--- config.mk ---
export PLATFORM = sky130hd
export DESIGN_NAME = bjt_redirect_ctrl
export DESIGN_NICKNAME = d
export VERILOG_FILES = /design/src/rtl/bjt_redirect_ctrl_pkg.sv /design/src/rtl/bjt_redirect_ctrl.sv
export SDC_FILE = /design/constraint.sdc
export NUM_CORES = 1
export LEC_CHECK = 0
export BUFFER_PORTS_ARGS = -buffer_cell sky130_fd_sc_hd__buf_4
export CAP_MARGIN = 20
export CORE_AREA = 2 2 91 93
export DETAILED_ROUTE_END_ITERATION = 10
export DIE_AREA = 0 0 93 95
export HOLD_SLACK_MARGIN = 0.05
export PLACE_DENSITY = 0.91
export SLEW_MARGIN = 10
export SYNTH_ARGS = -nofsm -noshare
export SYNTH_HDL_FRONTEND = slang
export SYNTH_SLANG_ARGS = --single-unit
--- constraint.sdc ---
create_clock -name clk -period 4.8 [get_ports clk]
set_input_delay 1.2 -clock clk [delete_from_list [all_inputs] [get_ports clk]]
set_output_delay 1.2 -clock clk [all_outputs]
set_load 0.005 [all_outputs]
--- src/rtl/bjt_redirect_ctrl_pkg.sv ---
// Shared constants and controller state encoding for the fetch redirect controller.
package bjt_redirect_ctrl_pkg;

  localparam int unsigned CTL_ADR_BIT    = 32;
  localparam int unsigned CTL_INSN_BYTES = 4;

  typedef enum logic [1:0] {
    CTL_BOOT  = 2'd0,
    CTL_RUN   = 2'd1,
    CTL_DRAIN = 2'd2
  } ctl_state_e;

endpackage

--- src/rtl/bjt_redirect_ctrl.sv ---
// Fetch PC owner: arbitrates EX/ID redirects, issues pipeline flushes and keeps
// the instruction-fetch valid/ready handshake stable across redirects.
module bjt_redirect_ctrl
  import bjt_redirect_ctrl_pkg::*;
#(
  parameter int unsigned          ADR_BIT    = CTL_ADR_BIT,
  parameter logic [ADR_BIT-1:0]   RESET_PC   = '0,
  parameter int unsigned          INSN_BYTES = CTL_INSN_BYTES
) (
  input  logic               clk,
  input  logic               rst,
  input  logic               branch_jump_flag,
  input  logic [ADR_BIT-1:0] branch_addr_ex,
  input  logic               id_jump_flag,
  input  logic [ADR_BIT-1:0] branch_addr_id,
  input  logic               pipe_stall,
  input  logic               fetch_ready,
  output logic               fetch_valid,
  output logic [ADR_BIT-1:0] fetch_addr,
  output logic               flush_id,
  output logic               flush_ex,
  output logic               squash_resp
);

  ctl_state_e         state, state_n;
  logic [ADR_BIT-1:0] pc, pc_n;
  logic [ADR_BIT-1:0] pend, pend_n;
  logic [ADR_BIT-1:0] target;
  logic               jmp_mark, jmp_n;
  logic               hold, hold_n;
  logic               squash_n;
  logic               hs, ex_take, id_take;

  always_ff @(posedge clk) begin
    if (rst) begin
      state       <= CTL_BOOT;
      pc          <= RESET_PC;
      pend        <= '0;
      jmp_mark    <= 1'b0;
      hold        <= 1'b0;
      squash_resp <= 1'b0;
    end else begin
      state       <= state_n;
      pc          <= pc_n;
      pend        <= pend_n;
      jmp_mark    <= jmp_n;
      hold        <= hold_n;
      squash_resp <= squash_n;
    end
  end

  always_comb begin
    ex_take     = branch_jump_flag & ~jmp_mark;
    id_take     = id_jump_flag & ~pipe_stall & ~ex_take & (state == CTL_RUN);
    fetch_valid = (state != CTL_BOOT) & (~pipe_stall | hold);
    fetch_addr  = pc;
    hs          = fetch_valid & fetch_ready;
    target      = ex_take ? branch_addr_ex : branch_addr_id;

    state_n  = state;
    pc_n     = pc;
    pend_n   = pend;
    jmp_n    = jmp_mark;
    hold_n   = fetch_valid & ~fetch_ready;
    squash_n = 1'b0;
    flush_id = 1'b0;
    flush_ex = 1'b0;

    // The jump mark only needs to outlive stalls; a set on id_take wins over this clear.
    if (!pipe_stall) jmp_n = 1'b0;

    case (state)
      CTL_BOOT: state_n = CTL_RUN;

      CTL_RUN: begin
        if (ex_take) begin
          flush_id = 1'b1;
          flush_ex = 1'b1;
          jmp_n    = 1'b0;
        end else if (id_take) begin
          flush_id = 1'b1;
          jmp_n    = 1'b1;
        end
        if (ex_take || id_take) begin
          // An outstanding request must not change address, so park the target.
          if (fetch_valid && !fetch_ready) begin
            pend_n  = target;
            state_n = CTL_DRAIN;
          end else begin
            pc_n     = target;
            squash_n = hs;
          end
        end else if (hs) begin
          pc_n = pc + ADR_BIT'(INSN_BYTES);
        end
      end

      CTL_DRAIN: begin
        flush_id = 1'b1;
        if (ex_take) begin
          flush_ex = 1'b1;
          pend_n   = branch_addr_ex;
          jmp_n    = 1'b0;
        end
        if (hs) begin
          squash_n = 1'b1;
          pc_n     = ex_take ? branch_addr_ex : pend;
          state_n  = CTL_RUN;
        end
      end

      default: state_n = CTL_BOOT;
    endcase
  end

endmodule

### Word level (Yosys, flattened, before mapping)

Cells that the tools add are included.

| word-level totals | value |
|---|---|
| word-level logic and storage cells | 64 |
| register bits | 69 |
| bits of input ports | 70 |

| cells by class | value |
|---|---|
| multiplexer cells | 28 |
| reduce and logical (&&, ||, !) cells | 10 |
| bitwise operators | 12 |
| add/subtract/negate cells | 1 |
| equal/unequal tests | 7 |

Operators by type and width:

| operator | number |
|---|---|
| $mux W32 | 8 |
| $pmux W32 S2 | 2 |
| $add A32 B3 Y32 const B | 1 |
| $mux W1 | 11 |
| $and A1 B1 Y1 | 7 |
| $mux W2 | 3 |
| $pmux W1 S2 | 3 |
| $pmux W2 S3 | 1 |
| $reduce_and A3 Y1 | 2 |
| $ne A2 B1 Y1 const B | 2 |
| $not A1 Y1 | 4 |
| $reduce_and A4 Y1 | 1 |
| $reduce_bool A2 Y1 | 2 |
| $ne A3 B2 Y1 const B | 1 |
| $ne A3 B3 Y1 const B | 1 |
| $eq A2 B1 Y1 const B | 1 |
| $eq A2 B2 Y1 const B | 1 |
| $logic_not A2 Y1 | 1 |
| $ne A2 B2 Y1 const B | 1 |
| $reduce_or A2 Y1 | 1 |
| $logic_and A1 B1 Y1 | 1 |
| $logic_not A1 Y1 | 1 |
| $logic_or A1 B1 Y1 | 1 |
| $or A1 B1 Y1 | 1 |

### Depth between registers and ports, before layout

| depth | value |
|---|---|
| depth after elaboration | 8 |
| depth in mapped cells | 10 |
| mapped depth without buffers | 7 |

### Least setup slack after synthesis

OpenSTA, ideal clock, no wires.

| timing | value |
|---|---|
| path kind | input -> output |
| from | input port branch_jump_flag |
| to | output port flush_ex |
| data required time | 3.600 ns |
| slack | 1.552 ns |
| buffers on the path | 2 |
| arrival | 2.048 ns |
| cell stages on the path | 4 |
| cell sequence | nor2b_1 -> clkbuf_1 -> clkbuf_1 -> and2_1 |

| on the way | value |
|---|---|
| longest elaborated chain between the ends | 3 |

Ends and longest elaborated chain:

| what | line | source |
|---|---|---|
| start: declaration | bjt_redirect_ctrl.sv:12 | `input logic branch_jump_flag,` |
| $and A1 B1 Y1 | bjt_redirect_ctrl.sv:53 | `ex_take = branch_jump_flag & ~jmp_mark;` |
| $mux W1 | bjt_redirect_ctrl.sv:76, bjt_redirect_ctrl.sv:100 |  |
| $mux W1 | - |  |
| end: declaration | bjt_redirect_ctrl.sv:21 | `output logic flush_ex,` |

Every way passes these cells.

### Final worst setup path

| timing | value |
|---|---|
| from | input port pipe_stall |
| to | output port flush_id |

| on the way | value |
|---|---|
| longest elaborated chain between the ends | 7 |

Ends and longest elaborated chain:

| what | line | source |
|---|---|---|
| start: declaration | bjt_redirect_ctrl.sv:16 | `input logic pipe_stall,` |
| $not A1 Y1 | bjt_redirect_ctrl.sv:54 | `id_take = id_jump_flag & ~pipe_stall & ~ex_take & (state == CTL_RUN);` |
| $and A1 B1 Y1 (3 in series) | bjt_redirect_ctrl.sv:54 |  |
| $mux W1 | bjt_redirect_ctrl.sv:80 | `end else if (id_take) begin` |
| $mux W1 | bjt_redirect_ctrl.sv:76 | `if (ex_take) begin` |
| $pmux W1 S2 | bjt_redirect_ctrl.sv:72 | `case (state)` |
| end: declaration | bjt_redirect_ctrl.sv:20 | `output logic flush_id,` |

Every way passes these cells.

==> impl_metrics.py <==
metrics = {
    "run_status": {
        "outcome": "finished clean",
    },
    "clock_network": {
        "insertion_delay_ps": 360,
        "cts_max_level": 3,
        "post_cts_buffers": 0,
        "clk_pin_slew_ps": 80,
        "cts_hold_buf": 0,
        "cts_inserted_buffers": 9,
        "clock-sinks": 69,
        "cts_resized": 0,
        "clockBufferDepth": 2,
        "cts_tree": "done",
        "cts-root-buf": "clkbuf_8",
    },
    "timing": {
        "worst_clock_skew_ps": 6.80,
        "finalSetupTns_ps": 0,
        "fin_ws_ps": 1020,
        "hold_viol": 0,
        "finalMaxSlewViolations": 0,
        "worst_pin_slew_ps": 924,
        "fin_crit_ps": 3780,
        "max_clock_freq_ghz": 0.265,
        "period_share": 0.787,
        "setup_violations": 0,
        "relSlewSlack": 0.382,
        "rsz0062_at_grt": "false",
    },
    "critical_path": {
        "r2r_end": "fetch_addr[18]",
        "worstPathRequired_ps": 3600,
        "end_kind": "output port",
        "cp-start-kind": "input pin",
        "reg2regPathDepth": 6,
        "cp_max_fo": 11,
        "max_stage_delay_ps": 440,
        "critPathSlowestCell": "nand2_1",
        "r2r_start": "jmp_mark",
        "cp_cell_sequence": "buf_4 -> nand3b_1 -> nand2_1 -> a21oi_1 -> nor2b_1 -> buf_4",
        "path_class": "input pin to output port",
        "cp_common_cell": "buf_4",
        "arrival_ps": 2580,
        "ff2ff_setup_slack_ps": 1600,
    },
    "power_and_ir_drop": {
        "p_leak_nw": 2.03,
        "peakVddDrop_mv": 0.230,
        "p_per_area_nw_per_um2": 323,
    },
    "route": {
        "vias": 5414,
        "wire_per_inst_um": 19.4,
        "met2_length_um": 7000,
        "drt_wl_total_um": 15700,
        "dr.pass1.iters": 7,
        "met3_length_um": 1980,
        "drtIter0Drc": 677,
        "postRouteAntennaNets": 0,
        "wl_met1_um": 6200,
        "post-route-drc-count": 0,
        "vias_per_cell": 6.70,
        "highest_layer": "met4",
    },
    "grt": {
        "grt_pass1_wl_um": 24400,
        "grt_max_degree": 64,
        "grt_pass1_vias": 4922,
        "grt_usage": 0.352,
        "gr-total-overflow": 0,
        "antenna_found_initial": 0,
    },
    "placed_design": {
        "place_hpwl_um": 11000,
        "gp_congestion": 0.972,
        "port_buffers": 105,
        "dpl_worst_slack_ps": 1040,
    },
    "synth": {
        "synth-simple-area-share": 0.257,
        "async_reset_ff_frac": 0,
        "netlist-cell-type-count": 57,
        "synth_seq_area_share": 0.309,
        "synth_top_area_cell": "dfxtp_1",
        "yosys-top-cells-area": "dfxtp_1 (31%), a21oi_1 (8.4%), nand2_1 (6.7%)",
        "synth_edf_count": 0,
        "yosys.cell_count.top_type": "nand2_1",
        "synth_nets": 698,
        "synthTopCellsByCount": "nand2_1 (80), a21oi_1 (75), dfxtp_1 (69)",
        "synth_compound_area_frac": 0.328,
        "synthDominantCellAreaShare": 0.309,
        "ys_warn_count": 0,
        "synth_mux_area_frac": 0.0336,
        "synth_adder_area_share": 0.0112,
        "synthCells": 624,
        "synth_ff_type": "dfxtp_1",
        "synth_area_um2": 4470,
        "ys_ff_latch": 69,
        "syn_avg_cell_area_um2": 7.17,
        "synth_xor_area_frac": 0.00783,
        "synth_top_family_by_area": "compound AO/OA/AOI/OAI gates",
    },
    "floorplanning": {
        "io_pins": 106,
        "rows": 33,
        "die_w_um": 93,
        "die_y_um": 95,
        "start_util": 0.564,
        "die_area_um2": 8840,
        "core-area_um2": 7930,
    },
    "cells_and_area": {
        "fin_nets": 773,
        "n_antenna_cell": 0,
        "area_growth_pct": 22.4,
        "fillers": 701,
        "drive_above_1_share": 0.206,
    },
    "hold_path": {
        "worstHoldPathType": "flip-flop to flip-flop",
        "hp-start": "pend[2]",
        "holdPathEnd": "pend[2]",
        "hold_depth": 2,
    },
    "run": {
        "maxCapViolations": 0,
    },
}
-- per-stage QoR --
stage / cell area [um2] / cells / hold WS (ps) / power, mW / util
after floorplan: 4470 / 624 / 436 / 1.05 / -
after global placement: 5280 / 792 / 442 / 1.26 / 0.666
after detailed placement: 5280 / 792 / 448 / 1.28 / 0.666
after CTS: 5470 / 807 / 459 / 1.74 / 0.690
after global routing: 5480 / 808 / 477 / 1.84 / 0.691
final: 5480 / 808 / 462 / 1.77 / 0.691
-- placed cells by master, fill, tap and decap left out, types with 11 or more instances in the layout --
| cell type | Yosys | routed |
|---|---|---|
| a211oi_1 | 13 | 13 |
| a21oi_1 | 75 | 75 |
| buf_4 | 0 | 115 |
| dfxtp_1 | 69 | 69 |
| inv_1 | 11 | 11 |
| mux2i_1 | 15 | 15 |
| nand2_1 | 80 | 80 |
| nand3_1 | 26 | 26 |
| nor2_1 | 46 | 46 |
| nor3_1 | 31 | 31 |
| o21a_1 | 20 | 20 |
| o21ai_0 | 42 | 41 |
| o22ai_1 | 15 | 15 |
-- flip-flops by register name (all words and copies together) (netlist names) --
signal / count
squash_resp: 1
state: 2
jmp_mark: 1
hold: 1
pend: 32
fetch_addr: 32
-- routing by layer --
layer / GRT usage / up-vias
met5: 0 / -
met4: 0.151 / 0
met3: 0.0846 / 55
met2: 0.530 / 426
met1: 0.483 / 2465
li1: - / 2468
-- logic make-up (layout without fill, tap and decap cells) --
group	after synthesis	after routing
xor gates and xnor gates	4	4
DFF	69	69
buffers and inverters	63	142
and+or+nand+nor	239	239
muxes	15	15
adders and majority gates	4	4
AOI/OAI and AO/OA	230	230
-- power breakdown --
part	internal, mW	switching, mW	total [mW]	leakage (nW)
logic	0.233	0.312	0.545	1.37
registers	0.653	0.0918	0.745	0.566
clock network	0.237	0.241	0.478	0.0950
-- worst max path at each step --
stage,slack [ps],startpoint,endpoint,cells after the start
2_1_floorplan,1550,branch_jump_flag,flush_ex,4
3_3_place_gp,1070,pipe_stall,flush_id,6
3_5_place_dp,1040,branch_jump_flag,fetch_addr[18],7
4_1_cts,1040,pipe_stall,flush_id,6
5_1_grt,890,pipe_stall,flush_id,6
6_report,1020,pipe_stall,flush_id,6
-- cell type report --
class | count | area [um2] | share of cell area
clock buffer | 9 | 124 | 0.0226
clock inverter | 6 | 65.1 | 0.0119
inverter | 11 | 41.3 | 0.00754
multi-input combinational | 492 | 2860 | 0.523
sequential | 69 | 1380 | 0.252
tap | 105 | 131 | 0.0240
timing repair buffer | 116 | 868 | 0.159
-- worst max-delay path: cells and delay by family --
kind,cells,cell delay (ps)
AO/OA/AOI/OAI,1,120
AND/OR/NAND/NOR,3,1010
buffers and inverters,2,250
No activity file was read; power rests on OpenSTA's default activity.
